### config.mk
export PLATFORM = sky130hd
export DESIGN_NAME = slave_control
export DESIGN_NICKNAME = d
export VERILOG_FILES = /design/src/rtl/c2c_pkg.sv /design/src/rtl/c2c_timer.sv /design/src/rtl/slave_control.sv
export SDC_FILE = /design/constraint.sdc
export NUM_CORES = 1
export LEC_CHECK = 0
export ABC_CLOCK_PERIOD_IN_PS = 3140
export BUFFER_PORTS_ARGS = -buffer_cell sky130_fd_sc_hd__buf_4
export CORE_MARGIN = 1.5
export CORE_UTILIZATION = 40
export DETAILED_ROUTE_END_ITERATION = 8
export GPL_ROUTABILITY_DRIVEN = 0
export PLACE_DENSITY_LB_ADDON = 0.05
export SLEW_MARGIN = 30
export SYNTH_ARGS = -nofsm -noshare
export SYNTH_HDL_FRONTEND = slang
export SYNTH_SLANG_ARGS = --single-unit
### constraint.sdc
create_clock -name clk -period 3.14 [get_ports clk]
set_input_delay 0.471 -clock clk [delete_from_list [all_inputs] [get_ports clk]]
set_output_delay 0.471 -clock clk [all_outputs]
set_load 0.05 [all_outputs]
### src/rtl/c2c_pkg.sv
// c2c_pkg: state encodings, bus width and timer sizing shared by the c2c link endpoints.
package c2c_pkg;
  localparam int C2C_DATA_W = 3;
  typedef enum logic [1:0] {S_WAIT_RQST, S_NOTICE, S_WAIT_VALID, S_WAIT_DROP} c2c_state_e;
  function automatic int cnt_w(input int a, input int b);
    return $clog2((a > b ? a : b) + 1);
  endfunction
endpackage

### src/rtl/c2c_timer.sv
// c2c_timer: interval counter, cleared by clr, raising done once lim cycles have elapsed and holding there.
module c2c_timer #(
  parameter int CW = 8
) (
  input  logic          clk,
  input  logic          rst_n,
  input  logic          clr,
  input  logic [CW-1:0] lim,
  output logic          done
);
  logic [CW-1:0] cnt_q, cnt_d;
  always_comb begin
    done  = cnt_q == lim - CW'(1);
    cnt_d = clr ? '0 : cnt_q + CW'(!done);
  end
  always_ff @(posedge clk or negedge rst_n) begin
    if (!rst_n) cnt_q <= '0;
    else        cnt_q <= cnt_d;
  end
endmodule

### src/rtl/slave_control.sv
// slave_control: receiving end of the request/notice/ack/valid handshake with registered outputs.
// Define SLAVE_TIMEOUT_EN to abort a wait for valid after TIMEOUT_CYCLES and raise a sticky timeout.
module slave_control
  import c2c_pkg::*;
#(
  parameter int DATA_W         = C2C_DATA_W,
  parameter int ONE_SEC_CYCLES = 100_000_000,
  parameter int TIMEOUT_CYCLES = 200_000_000
) (
  input  logic              clk,
  input  logic              rst_n,
  input  logic              request,
  input  logic              valid,
  input  logic [DATA_W-1:0] data_in,
  output logic              ack,
  output logic              notice,
  output logic [DATA_W-1:0] data_out,
  output logic              data_strobe,
  output logic              timeout
);
  localparam int CW = cnt_w(ONE_SEC_CYCLES, TIMEOUT_CYCLES);
  c2c_state_e state_q, state_d;
  logic [1:0] req_sync_q, req_sync_d, val_sync_q, val_sync_d;
  logic ack_q, ack_d, notice_q, notice_d, strobe_q, strobe_d, timeout_q, timeout_d;
  logic [DATA_W-1:0] data_q, data_d;
  logic req_s, val_s, cap, expire, done;
  logic [CW-1:0] lim;
  c2c_timer #(.CW(CW)) u_timer (
    .clk  (clk),
    .rst_n(rst_n),
    .clr  (state_d != state_q),
    .lim  (lim),
    .done (done)
  );
  always_comb begin
    req_sync_d = {req_sync_q[0], request};
    val_sync_d = {val_sync_q[0], valid};
    req_s      = req_sync_q[1];
    val_s      = val_sync_q[1];
    // capture only once ack is actually visible to the master
    cap        = state_q == S_WAIT_VALID && ack_q && val_s;
`ifdef SLAVE_TIMEOUT_EN
    expire     = state_q == S_WAIT_VALID && done && !cap;
    lim        = state_q == S_NOTICE ? CW'(ONE_SEC_CYCLES) : CW'(TIMEOUT_CYCLES);
    timeout_d  = !cap && (expire || timeout_q);
`else
    expire     = 1'b0;
    lim        = CW'(ONE_SEC_CYCLES);
    timeout_d  = 1'b0;
`endif
    state_d = state_q;
    unique case (state_q)
      S_WAIT_RQST:  if (req_s) state_d = S_NOTICE;
      S_NOTICE:     if (done) state_d = S_WAIT_VALID;
      S_WAIT_VALID: if (cap || expire) state_d = S_WAIT_DROP;
      S_WAIT_DROP:  if (!val_s && !req_s) state_d = S_WAIT_RQST;
    endcase
    notice_d = state_d == S_NOTICE;
    // ack waits one cycle in S_WAIT_VALID so it trails the falling notice
    ack_d    = state_q == S_WAIT_VALID && state_d == S_WAIT_VALID;
    strobe_d = cap;
    data_d   = cap ? data_in : data_q;
  end
  always_ff @(posedge clk or negedge rst_n) begin
    if (!rst_n) begin
      state_q    <= S_WAIT_RQST;
      req_sync_q <= '0;
      val_sync_q <= '0;
      ack_q      <= 1'b0;
      notice_q   <= 1'b0;
      strobe_q   <= 1'b0;
      timeout_q  <= 1'b0;
      data_q     <= '0;
    end else begin
      state_q    <= state_d;
      req_sync_q <= req_sync_d;
      val_sync_q <= val_sync_d;
      ack_q      <= ack_d;
      notice_q   <= notice_d;
      strobe_q   <= strobe_d;
      timeout_q  <= timeout_d;
      data_q     <= data_d;
    end
  end
  assign ack         = ack_q;
  assign notice      = notice_q;
  assign data_out    = data_q;
  assign data_strobe = strobe_q;
  assign timeout     = timeout_q;
endmodule

==> impl_metrics.toml <==
[route]
final_antenna_net_count = 0
vias_per_cell = 5.47
drt_first_pass_iters = 4
dr.first_iter.drc_count = 95
vias = 1543
remaining_drc_errors = 0
avgRoutedWirePerCell_um = 14.7
route.final.wire_length_mm = 4.14

[worst_setup_path]
worst_ep_required_time_ns = 3.34
critical_path.cell_chain = "nand4_4 -> or4_1 -> nor3_1 -> inv_1 -> ha_1 -> and3_1 -> nand3_1 -> o21ai_0 -> a211oi_1"
critical-path-max-stage-delay_ns = 0.57
arrival_ns = 2.96
cp-start-kind = "flip-flop"
worst_path_max_delay_cell = "sky130_fd_sc_hd__or4_1"
critPathKind = "reg2reg"
end_kind = "flip-flop"
path_max_fanout = 7

[finish]
fin_nets = 223
instances_no_fill = 282
antennaDiodeCount = 0
design_area_um2 = 2290
area_delta_synth_final_pct = 13.4
layout_cell_share_with_drive_strength_beyond_1_pct = 14.0

[clock_tree]
cts_hold_repair.buffers = 0
cells_resized_by_post_cts_repair = 0
post_cts_buffers = 0
tritoncts = "done"
cts_buffer_depth = 2
h-tree-depth = 2
cts_made_buffers = 5
clk_root_buffer_cell = "sky130_fd_sc_hd__clkbuf_8"
path_clk_slew_ns = 0.08
clkSinkCount = 40
worstSkewPairLatency_ns = 0.29

[logic_synthesis]
yosysTopAreaCellShare_pct = 49.5
synth_seq_area_share_pct = 49.5
syn-cell-area_um2 = 2020
post_synth_inst_count = 204
ys_seq_elements = 40
ys.flop_type = "sky130_fd_sc_hd__dfrtp_1"
synthDominantAreaCellType = "sky130_fd_sc_hd__dfrtp_1"
synthTopCellsByArea = "sky130_fd_sc_hd__dfrtp_1 49%, sky130_fd_sc_hd__nor3_1 4.5%, sky130_fd_sc_hd__nand2_1 3.7%"
postSynthAreaPerCell_um2 = 9.92
synthesis_warning_total = 0
synth_most_common_cell = "sky130_fd_sc_hd__dfrtp_1"
synth_edf_count = 0
synth_cell_types = 37
synth_common_cells = "40 x sky130_fd_sc_hd__dfrtp_1, 20 x sky130_fd_sc_hd__nand2_1, 18 x sky130_fd_sc_hd__nor3_1"
async_reset_ff_share_pct = 100
synth.net_count = 213

[place]
area_post_placement_um2 = 2170
numPlacedInstances = 274
dpl.hpwl_mm = 2.94
buffer_ports.inserted = 12

[floorplan]
initial_core_util_pct = 42.3
num_io_pins = 14
core_area_um2 = 4790
floorplan.die.width_um = 74.1
rows = 25
dieHeight_um = 74.1
die_footprint_um2 = 5490

[power_and_ir_drop]
switching_share_pct = 26.8
pwr-share-seq_pct = 51.4
comb_power_share_pct = 12.1
p_per_area_nw_per_um2 = 539
netSwitchingPower_mw = 0.331
cellLeakagePower_nw = 0.920
post-layout-total-power_mw = 1.24
p_clk_share_pct = 36.4
internal-power_mw = 0.906
vdd_ir_drop_max_uv = 285

[grt]
vias_in_the_first_global_route = 1520
largest_net_degree_at_the_start_of_global_routing = 41
grt_remaining_overflow = 0
antenna_violations_before_repair = 0
groute.usage.overall_pct = 17.5
first_pass_grt_wire_length_mm = 7.38

[sta]
slew_viol_final = 0
timing.final.setup_violations = 0
post-route-min-period_ns = 2.76
rsz_0062_raised_after_global_routing = "no"
timing_hold_violations_final = 0
finalCritPeriodShare_pct = 87.9
fin_worst_skew_ns = 0.00479
peak_clock_frequency_supported_by_timing_mhz = 362
timing.setup.tns_ns = 0

[outcome]
outcome = "completed"

[flow_run]
drv.max_cap_violation_count = 0

[worst_hold_path]
hold_path.class = "in2async"
metal layers:
metal / vias up / share of wire (%) / GRT usage (%)
li1: 769 / - / -
met4: 0 / 0.29 / 5.56
met3: 2 / 2.6 / 3.66
met2: 20 / 46 / 26.8
met5: - / 0 / 0
met1: 752 / 51 / 24.9
final cells by class:
class / instances / area, um2
fill: 444 / 2490
sequential: 40 / 1000
multi-input combinational: 147 / 952
inverter: 5 / 18.8
clock buffer: 7 / 96.3
clock inverter: 1 / 30.0
tap: 67 / 83.8
timing repair buffer: 15 / 113
critical path, delay by kind of cell (launching register included):
family / cells / cell delay, ns
and+or+nand+nor: 5 / 1.54
DFF: 1 / 0.47
AOI/OAI and AO/OA: 2 / 0.36
adders and majority gates: 1 / 0.21
buffers and inverters: 1 / 0.10
power groups by stage:
stage          logic [mW]  registers, mW  clock network (mW)
3_5_place_dp        0.151          0.646                   0
6_report            0.150          0.637               0.451
5_1_grt             0.170          0.647               0.496
4_1_cts             0.153          0.636               0.466
3_3_place_gp        0.147          0.642                   0
2_1_floorplan       0.111          0.630                   0
flip-flops by register name, indices dropped and copies added (netlist names):
register and cells:
ack 1, data_out 3, data_strobe 1, notice 1, req_sync_q 2, state_q 2, u_timer.cnt_q 28, val_sync_q 2
metrics by stage:
step / utilization, % / hold slack, ns / setup slack [ns]
6_report: 47.9 / 0.148 / 0.381
5_1_grt: 47.9 / 0.184 / 0.0460
4_1_cts: 47.9 / 0.166 / 0.371
3_5_place_dp: 45.3 / 0.337 / 0.380
3_3_place_gp: 45.3 / 0.333 / 0.466
2_1_floorplan: - / 0.175 / 0.742
placed cells by master, fill, tap and decap left out, types with 5 or more instances in the layout:
cell                       count
sky130_fd_sc_hd__a211oi_1      9
sky130_fd_sc_hd__buf_4        15
sky130_fd_sc_hd__clkbuf_8      7
sky130_fd_sc_hd__dfrtp_1      40
sky130_fd_sc_hd__inv_1         5
sky130_fd_sc_hd__nand2_1      20
sky130_fd_sc_hd__nand3_1       9
sky130_fd_sc_hd__nand4_1      11
sky130_fd_sc_hd__nor2_1        5
sky130_fd_sc_hd__nor3_1       18
sky130_fd_sc_hd__o21ai_0       8
sky130_fd_sc_hd__o31ai_1       5
sky130_fd_sc_hd__or3_1         7
sky130_fd_sc_hd__or4_1         5
sky130_fd_sc_hd__xnor2_1       8
sky130_fd_sc_hd__xor2_1        8
logic make-up after synthesis:
kind of cell,count (synthesis),synth area share [%]
buffers and inverters,17,3.96
other,1,0.185
AO/OA/AOI/OAI,30,10.5
XOR/XNOR,16,6.93
AND/OR/NAND/NOR,98,27.8
adder cells (fa/ha/maj),2,1.24
flip-flops,40,49.5
final timing paths:
check | startpoint | to | slack (ns) | depth (start not counted)
hold / removal | rst_n | u_timer.cnt_q[11]$_DFF_PN0_ | 0.15 | 1
setup reg to reg | u_timer.cnt_q[4]$_DFF_PN0_ | u_timer.cnt_q[19]$_DFF_PN0_ | 0.38 | 9
min in group clk | request | req_sync_q[0]$_DFF_PN0_ | 0.29 | 1
hold reg to reg | req_sync_q[0]$_DFF_PN0_ | req_sync_q[1]$_DFF_PN0_ | 0.35 | 0
max in group asynchronous | rst_n | state_q[0]$_DFF_PN0_ | 2.65 | 1
setup / recovery | u_timer.cnt_q[4]$_DFF_PN0_ | u_timer.cnt_q[19]$_DFF_PN0_ | 0.38 | 9
Note: power is estimated with default switching activity, not from simulation.
